[src/rtl/addsub_accumulator.sv]
// Purpose: accumulator that LOADs, ADDs, SUBs or CLEARs one operand per handshake and flags the result.
// Latency: operation accepted at edge E0, result and out_valid visible after edge E1; one op per 3 cycles at best.
// Backpressure: result held stable in DONE while out_ready=0; in_ready stays low until the result is taken.
module addsub_accumulator #(
  parameter int WIDTH = 4
) (
  input  logic             clk,
  input  logic             rst,
  input  logic             in_valid,
  output logic             in_ready,
  input  logic [1:0]       op,
  input  logic [WIDTH-1:0] operand,
  output logic             out_valid,
  input  logic             out_ready,
  output logic [WIDTH-1:0] acc,
  output logic             carry,
  output logic             overflow,
  output logic             sticky_ovf,
  output logic             zero,
  output logic [7:0]       op_count
);

  typedef enum logic [1:0] {
    IDLE = 2'b00,
    EXEC = 2'b01,
    DONE = 2'b10
  } state_t;

  localparam logic [1:0] OP_LOAD  = 2'b00;
  localparam logic [1:0] OP_ADD   = 2'b01;
  localparam logic [1:0] OP_SUB   = 2'b10;
  localparam logic [1:0] OP_CLEAR = 2'b11;

  state_t           state;
  logic [1:0]       op_q;
  logic [WIDTH-1:0] operand_q;

  logic             is_sub;
  logic [WIDTH-1:0] b_eff;
  logic [WIDTH:0]   sum;
  logic             sum_ovf;

  logic [WIDTH-1:0] acc_nxt;
  logic             carry_nxt;
  logic             ovf_nxt;
  logic             sticky_nxt;

  // Handshake outputs decode straight from the state register; reset masks in_ready.
  assign in_ready  = (state == IDLE) && !rst;
  assign out_valid = (state == DONE);

  // Adder/subtractor: subtract is invert-and-carry-in on the latched operand.
  always_comb begin
    is_sub  = (op_q == OP_SUB);
    b_eff   = operand_q ^ {WIDTH{is_sub}};
    sum     = {1'b0, acc} + {1'b0, b_eff} + {{WIDTH{1'b0}}, is_sub};
    sum_ovf = (acc[WIDTH-1] == b_eff[WIDTH-1]) && (sum[WIDTH-1] != acc[WIDTH-1]);
  end

  // Next accumulator value and flags for the latched operation.
  always_comb begin
    acc_nxt    = '0;
    carry_nxt  = 1'b0;
    ovf_nxt    = 1'b0;
    sticky_nxt = 1'b0;
    case (op_q)
      OP_LOAD: begin
        acc_nxt = operand_q;
      end
      OP_ADD, OP_SUB: begin
        acc_nxt    = sum[WIDTH-1:0];
        carry_nxt  = sum[WIDTH];
        ovf_nxt    = sum_ovf;
        sticky_nxt = sticky_ovf | sum_ovf;
      end
      OP_CLEAR: begin
        acc_nxt = '0;
      end
      default: begin
        acc_nxt = '0;
      end
    endcase
  end

  // Control FSM plus result registers; results only move on the EXEC -> DONE edge.
  always_ff @(posedge clk or posedge rst) begin
    if (rst) begin
      state      <= IDLE;
      op_q       <= OP_LOAD;
      operand_q  <= '0;
      acc        <= '0;
      carry      <= 1'b0;
      overflow   <= 1'b0;
      sticky_ovf <= 1'b0;
      zero       <= 1'b1;
      op_count   <= '0;
    end else begin
      case (state)
        IDLE: begin
          if (in_valid) begin
            op_q      <= op;
            operand_q <= operand;
            state     <= EXEC;
          end
        end
        EXEC: begin
          acc        <= acc_nxt;
          carry      <= carry_nxt;
          overflow   <= ovf_nxt;
          sticky_ovf <= sticky_nxt;
          zero       <= (acc_nxt == '0);
          op_count   <= op_count + 8'd1;
          state      <= DONE;
        end
        DONE: begin
          if (out_ready) begin
            state <= IDLE;
          end
        end
        default: begin
          state <= IDLE;
        end
      endcase
    end
  end

endmodule

[config.mk]
export PLATFORM = sky130hd
export DESIGN_NAME = addsub_accumulator
export DESIGN_NICKNAME = d
export VERILOG_FILES = /design/src/rtl/addsub_accumulator.sv
export SDC_FILE = /design/constraint.sdc
export NUM_CORES = 1
export LEC_CHECK = 0
export CAP_MARGIN = 15
export CELL_PAD_IN_SITES_DETAIL_PLACEMENT = 0
export CELL_PAD_IN_SITES_GLOBAL_PLACEMENT = 1
export CORE_MARGIN = 10
export CORE_UTILIZATION = 40
export CTS_CLUSTER_DIAMETER = 40
export DETAILED_ROUTE_END_ITERATION = 16
export PLACE_DENSITY_LB_ADDON = 0.1
export SETUP_SLACK_MARGIN = 0.05
export SYNTH_ARGS = -nofsm -noshare
export SYNTH_HDL_FRONTEND = slang
export SYNTH_SLANG_ARGS = --single-unit
[constraint.sdc]
create_clock -name clk -period 5.5 [get_ports clk]
set_clock_uncertainty 0.15 [all_clocks]
set_input_delay 0.55 -clock clk [delete_from_list [all_inputs] [get_ports clk]]
set_output_delay 0.55 -clock clk [all_outputs]
set_load 0.05 [all_outputs]
## Word level (Yosys, flattened, before mapping)

Index checks and enable logic that the tools add are counted.

| cells by class | value |
|---|---|
| bitwise logic cells | 2 |
| mux-type cells | 7 |
| equal/unequal tests | 9 |
| add/subtract/negate cells | 3 |
| reduce and logical (&&, ||, !) cells | 9 |

Operators with widths:

| kind | number |
|---|---|
| one-hot mux 4 bit (3 select lines) | 1 |
| adder 8 x 1 -> 8 bit (second input constant) | 1 |
| equality test 2 bit (second input constant) | 3 |
| one-hot mux 2 bit (3 select lines) | 1 |
| adder 4 x 4 -> 5 bit | 1 |
| adder 5 x 1 -> 5 bit | 1 |
| equality test 2 x 1 -> 1 bit (second input constant) | 2 |
| zero test 2 bit | 2 |
| zero test 4 bit | 1 |
| 2-to-1 mux 2 bit | 2 |
| AND reduction 2 bit | 2 |
| XOR 4 bit | 1 |
| 2-to-1 mux 1 bit | 3 |
| logical AND 1 bit | 2 |
| inequality test 2 x 1 -> 1 bit (second input constant) | 1 |
| inequality test 2 bit (second input constant) | 1 |
| OR reduction 2 bit | 1 |
| equality test 1 bit | 1 |
| zero test 1 bit | 1 |
| inequality test 1 bit | 1 |
| OR 1 bit | 1 |

| word-level totals | value |
|---|---|
| output and inout bits | 18 |
| bits in registers | 24 |
| logic and storage cells | 39 |
| bits of input ports | 10 |

## Logic depth before layout (Yosys ltp)

Gate-level depths: netlist (run 1).

| depth | value |
|---|---|
| depth in word-level cells | 8 |
| gate-level depth with buffers | 9 |
| gate-level depth less buffers | 9 |

## Least setup slack after synthesis (run 1)

Ideal clock, no wire load.

| path | value |
|---|---|
| path type | input -> output |
| start | in rst |
| end | out in_ready |
| path slack | 3.205 ns |
| required time | 4.800 ns |
| buffers on the path | 0 |
| arrival time | 1.595 ns |
| stages on the path | 1 |
| path through | nor3_1 |

| on the way | value |
|---|---|
| cells in the longest elaborated chain, start to end | 2 |

RTL lines:

| element | RTL line | RTL |
|---|---|---|
| start, declared | 8 | `input logic rst,` |
| zero test 1 bit (no line) | n/a |  |
| logical AND 1 bit | 49 | `assign in_ready = (state == IDLE) && !rst;` |
| end, declared | 10 | `output logic in_ready,` |

Every way passes these cells.

## Worst setup path after layout (run 1)

Ends and elaborated chain as after synthesis.

==> impl_metrics.env, run 1 <==
export IMPL_netlist_top_cells_count="23 x dfrtp_1, 10 x nand2_1, 9 x xnor2_1"
export IMPL_finalHoldViolCount=0
export IMPL_synth_compound_area_share_pct=10.74
export IMPL_clk_pin_slew_ns=0.12
export IMPL_yosys_area_share_xor_xnor_pct=9.579
export IMPL_io_pins=28
export IMPL_critPathCaptureType="output port"
export IMPL_layout_nets=153
export IMPL_clock_sinks=24
export IMPL_synth_area_leaders="dfrtp_1 48%, xnor2_1 6.6%, ha_1 6.3%"
export IMPL_area_growth_pct=29.68
export IMPL_stdcell_area_sq_um=1541
export IMPL_routed_via_density=5.102
export IMPL_async_flop_share_pct=100.0
export IMPL_place_area_sq_um=1489
export IMPL_status="finished, final reports clean"
export IMPL_syn_nets=123
export IMPL_synth_fa_ha_area_share_pct=8.000
export IMPL_synth_warnings=0
export IMPL_synth_mux_area_share_pct=5.579
export IMPL_cts_resized=0
export IMPL_place_hpwl_um=1859
export IMPL_hold_buffers=0
export IMPL_clock_path_buffers=2
export IMPL_synth_top_family_by_area="simple AND/OR/NAND/NOR gates"
export IMPL_synth_largest_area_cell="dfrtp_1"
export IMPL_core_area_sq_um=2805
export IMPL_dr_wl_met3_um=204
export IMPL_cp_data_required_time_ns=4.80
export IMPL_dr_pass1_iters=3
export IMPL_grt_pass1_wl_um=4388
export IMPL_r2r_cells=9
export IMPL_synth_edf_count=0
export IMPL_worstSetupStartpointType="primary input"
export IMPL_synthSimpleGateAreaFrac_pct=12.53
export IMPL_wl_um=2434
export IMPL_rsz0062_at_grt="no"
export IMPL_regToRegSetupSlack_ns=3.14
export IMPL_setup_viol=0
export IMPL_drt_initial_drc_count=37
export IMPL_ys_seq_area_share_pct=50.63
export IMPL_rows=19
export IMPL_cts_tree="built"
export IMPL_cp_arrival_ns=1.93
export IMPL_maxSlewViolCount=0
export IMPL_slew_headroom_pct=39.58
export IMPL_synth_most_common_cell="dfrtp_1"
export IMPL_place_congestion=0.7564
export IMPL_fmax_mhz=380.8
export IMPL_vias=847
export IMPL_postSynthCellCount=106
export IMPL_finalCritPeriodShare_pct=47.75
export IMPL_clk_latency_ns=0.32
export IMPL_avgSynthCellArea_sq_um=11.21
export IMPL_criticalPathCategory="primary input to output port"
export IMPL_ys_flop_type="dfrtp_1"
export IMPL_post_cts_setup_buffer_count=0
export IMPL_die_w_um=74.51
export IMPL_met1_length_um=1123
export IMPL_diodes=0
export IMPL_grt_overflow_total=0
export IMPL_h_tree_depth=1
export IMPL_die_area_sq_um=5552
export IMPL_drcViolationCount=0
export IMPL_tns_ns=0
export IMPL_numCtsBuffers=3
export IMPL_portBuffers=27
export IMPL_cp_max_fo=2
export IMPL_root_buffer="clkbuf_4"
export IMPL_whs_path_depth=1
export IMPL_fin_crit_ns=2.626
export IMPL_tightest_slew_ns=0.9053
export IMPL_highest_layer="met4"
export IMPL_grt_usage_pct=9.989
export IMPL_die_y_um=74.51
export IMPL_antenna_found_initial=0
export IMPL_ys_seq_elements=24
export IMPL_min_path_type="flop to flop"
export IMPL_routedWlPerCell_um=14.66
export IMPL_drv_cap=0
export IMPL_start_util_pct=42.37
export IMPL_synth_top_area_share_pct=48.42
export IMPL_netlist_area_sq_um=1189
export IMPL_met2RoutedLength_um=1098
export IMPL_grt_max_degree=25
export IMPL_ys_types=32
export IMPL_hold_ws_ns=0.3280
export IMPL_antenna_left=0
export IMPL_grt_pass1_vias=892
export IMPL_drive_gt1_share_pct=9.630
cells in the final DEF (no fill, tap or decap), types with 2 or more instances in the layout:
cell type | netlist | final
xnor2_1 | 9 | 9
nor2_1 | 2 | 2
mux2_2 | 5 | 5
nand3_1 | 3 | 3
inv_1 | 7 | 7
a22oi_1 | 2 | 2
xor2_1 | 4 | 4
nand2b_1 | 2 | 2
ha_1 | 6 | 6
a21oi_1 | 2 | 2
nor3_1 | 2 | 2
o21ai_0 | 8 | 8
nand2_1 | 10 | 10
nor2b_1 | 3 | 3
dfrtp_1 | 23 | 23
clkbuf_4 | 0 | 3
nand4_1 | 2 | 2
clkdlybuf4s50_1 | 0 | 27
worst max-delay path, stage by stage:
cell             delay [ns]
clkdlybuf4s50_1        0.41
nor3_1                 0.13
clkdlybuf4s50_1        0.83
sequential cells by signal, summed over array words and instances, names as in the netlist:
name        flops
acc             4
carry           1
op_count        8
op_q            2
operand_q       4
overflow        1
state           2
sticky_ovf      1
zero            1
layout make-up:
cell class | instances | area, sq um
Clock inverter | 1 | 30.03
Tap cell | 31 | 38.79
Multi-Input combinational cell | 73 | 551.8
Fill cell | 262 | 1264
Timing Repair Buffer | 27 | 270.3
Clock buffer | 3 | 22.52
Inverter | 7 | 26.28
Sequential cell | 24 | 601.8
per-layer routing:
| layer | up-vias | global-route usage (%) |
|---|---|---|
| li1 | 424 | - |
| met1 | 403 | 12.22 |
| met2 | 18 | 15.85 |
| met3 | 2 | 4.654 |
| met4 | 0 | 1.891 |
| met5 | - | 0 |
kinds of logic after synthesis:
group | after synthesis
AND/OR/NAND/NOR | 28
flip-flops | 24
AO/OA/AOI/OAI | 19
XOR/XNOR | 13
buffers and inverters | 9
adder cells (fa/ha/maj) | 7
multiplexers | 6
per-stage QoR:
stage | setup WS, ns | std cells | utilization, %
floorplan | 3.205 | 106 | -
CTS | 2.861 | 166 | 54.95
detailed placement | 2.881 | 162 | 53.08
global placement | 2.868 | 162 | 53.08
global route | 2.771 | 166 | 54.95
finish | 2.874 | 166 | 54.95
final timing paths:
check                                  from           end
worst max register to register      op_q[0]          zero
worst min-delay path            op_count[7]   op_count[7]
max in group asynchronous               rst  operand_q[0]
min in group asynchronous               rst      state[0]
worst min register to register  op_count[7]   op_count[7]
worst max-delay path                    rst      in_ready
Power of run 1 is left out: the tool's default activity adds up to more than one toggle a clock period on the data nets, which glitch-free logic cannot reach.
==> run 2, diff against run 1 <==
CORE_UTILIZATION = 38   (was 40)
clock period = 2.7 ns   (was 5.5 ns; I/O delays follow)
==> run 2 against run 1 <==
Compared with the run above:
- critical path depth is 6 higher
- routed wire length is 2.5% higher
- final cell count is 9.0% higher
- highest routed layer unchanged
- non-clock buffer count is 2 higher
- largest cell class unchanged
- critical path type is now flop to flop
- worst setup slack worse by 2.5 ns
- design area is 2.0% higher
==> impl_metrics.env, run 2 (same netlist as run 1, synthesis figures left out) <==
export IMPL_status="finished, final reports clean"
export IMPL_die_w_um=75.93
export IMPL_post_cts_setup_buffer_count=0
export IMPL_clock_path_buffers=2
export IMPL_criticalPathCategory="flop to flop"
export IMPL_slew_headroom_pct=63.32
export IMPL_root_buffer="clkbuf_4"
export IMPL_regArea_sq_um=601.8
export IMPL_cp_data_required_time_ns=2.82
export IMPL_finalCritPeriodShare_pct=86.19
export IMPL_area_growth_pct=32.32
export IMPL_place_hpwl_um=1952
export IMPL_drive_gt1_share_pct=10.95
export IMPL_worstSetupStartpointType="flop"
export IMPL_critPathCaptureType="flop"
export IMPL_cp_max_fo=4
export IMPL_drv_cap=0
export IMPL_setup_viol=0
export IMPL_place_congestion=0.7842
export IMPL_dr_pass1_iters=4
export IMPL_tns_ns=0
export IMPL_drcViolationCount=0
export IMPL_highest_layer="met4"
export IMPL_total_leakage_power_nw=0.6884
export IMPL_layout_nets=155
export IMPL_numCtsBuffers=3
export IMPL_clock_sinks=24
export IMPL_p_total_mw=2.256
export IMPL_hold_buffers=0
export IMPL_core_area_sq_um=3028
export IMPL_clk_latency_ns=0.30
export IMPL_met2RoutedLength_um=1203
export IMPL_portBuffers=27
export IMPL_dr_wl_met3_um=163
export IMPL_h_tree_depth=1
export IMPL_cts_tree="built"
export IMPL_grt_usage_pct=8.989
export IMPL_routedWlPerCell_um=13.79
export IMPL_final_common_cell="clkdlybuf4s50_1"
export IMPL_regMostFlops="op_count"
export IMPL_post_place_ws_ns=0.4018
export IMPL_antenna_left=0
export IMPL_multiInputGateArea_sq_um=551.8
export IMPL_vias=866
export IMPL_min_path_type="primary input to asynchronous set/reset pin"
export IMPL_maxSlewViolCount=0
export IMPL_layout_cells_non_filler=181
export IMPL_grt_max_degree=25
export IMPL_rsz0062_at_grt="no"
export IMPL_dp_cells=177
export IMPL_grt_overflow_total=0
export IMPL_cp_arrival_ns=2.44
export IMPL_io_pins=28
export IMPL_met1_length_um=1098
export IMPL_grt_pass1_wl_um=4374
export IMPL_finalHoldViolCount=0
export IMPL_fmax_mhz=429.7
export IMPL_place_area_sq_um=1520
export IMPL_wl_um=2496
export IMPL_routed_via_density=4.785
export IMPL_die_area_sq_um=5765
export IMPL_cts_resized=0
export IMPL_stdcell_area_sq_um=1573
export IMPL_p_per_area_nw_per_um2=1434
export IMPL_setup_ws_ns=0.3728
export IMPL_grt_pass1_vias=942
export IMPL_clk_pin_slew_ns=0.13
export IMPL_diodes=0
export IMPL_final_cell_mix="27 x clkdlybuf4s50_1, 23 x dfrtp_1, 10 x nand2_1, 9 x xnor2_1, 8 x o21ai_0"
export IMPL_ir_drop_mv=0.5706
export IMPL_tightest_slew_ns=0.5478
export IMPL_start_util_pct=39.26
export IMPL_nFillCells=291
export IMPL_rows=20
export IMPL_antenna_found_initial=0
export IMPL_largest_reg_flops=8
export IMPL_fin_crit_ns=2.327
export IMPL_die_y_um=75.93
export IMPL_reg_top3="op_count x8, acc x4, operand_q x4"
export IMPL_drt_initial_drc_count=22
[run 2: cell count changes in the layout (fill, tap and decap cells not counted), sizes merged]
cell | before | now
buf | 0 | 2
[run 2: critical path, stage by stage (launching register included)]
cell	delay (ns)
dfrtp_1	0.38
inv_1	0.09
ha_1	0.26
xor2_1	0.22
inv_1	0.09
fa_1	0.51
inv_1	0.04
a221o_1	0.30
nor2_1	0.09
a32o_1	0.16
[run 2: path summary, 6_finish.rpt]
path                                to  slack (ns)  cells past startpoint         from
setup / recovery                  zero        0.37                      9      op_q[0]
hold / removal                overflow        0.16                      3          rst
setup reg to reg                  zero        0.37                      9      op_q[0]
hold reg to reg            op_count[7]        0.33                      1  op_count[7]
max in group asynchronous         zero        1.96                      3          rst
min in group clk           op_count[7]        0.33                      1  op_count[7]
[run 2: report_power, final]
part           total (mW)  switching [mW]  leakage [nW]  internal [mW]
registers           0.649           0.146         0.300          0.503
clock network       0.255           0.105        0.0279          0.150
logic                1.35           0.801         0.361          0.552
total                2.26            1.05         0.688           1.20
[run 2: final cells by class]
| class | instances | share of cell area (%) |
|---|---|---|
| multi-input combinational | 73 | 35.08 |
| timing repair buffer | 29 | 18.14 |
| inverter | 7 | 1.671 |
| sequential | 24 | 38.27 |
| clock inverter | 1 | 1.909 |
| tap | 44 | 3.500 |
| clock buffer | 3 | 1.432 |
[run 2: layer usage]
metal | global-route usage (%) | vias to the layer above
li1 | - | 431
met1 | 10.33 | 414
met2 | 14.63 | 17
met3 | 3.538 | 4
met4 | 3.409 | 0
met5 | 0 | -
[run 2: through the flow]
step           hold slack, ns  utilization, %
3_3_place_gp           0.3106           50.21
5_1_grt                0.1746           51.94
2_1_floorplan          0.1339               -
3_5_place_dp           0.3133           50.21
6_report               0.1566           51.94
4_1_cts                0.1644           51.94
No activity file was read; power rests on OpenSTA's default activity.
==> run 3, diff against run 2 <==
CTS_CLUSTER_SIZE = 10   (was unset)
==> results of run 3 <==
The final DEF is identical to that of run 2; final timing and power are the same.
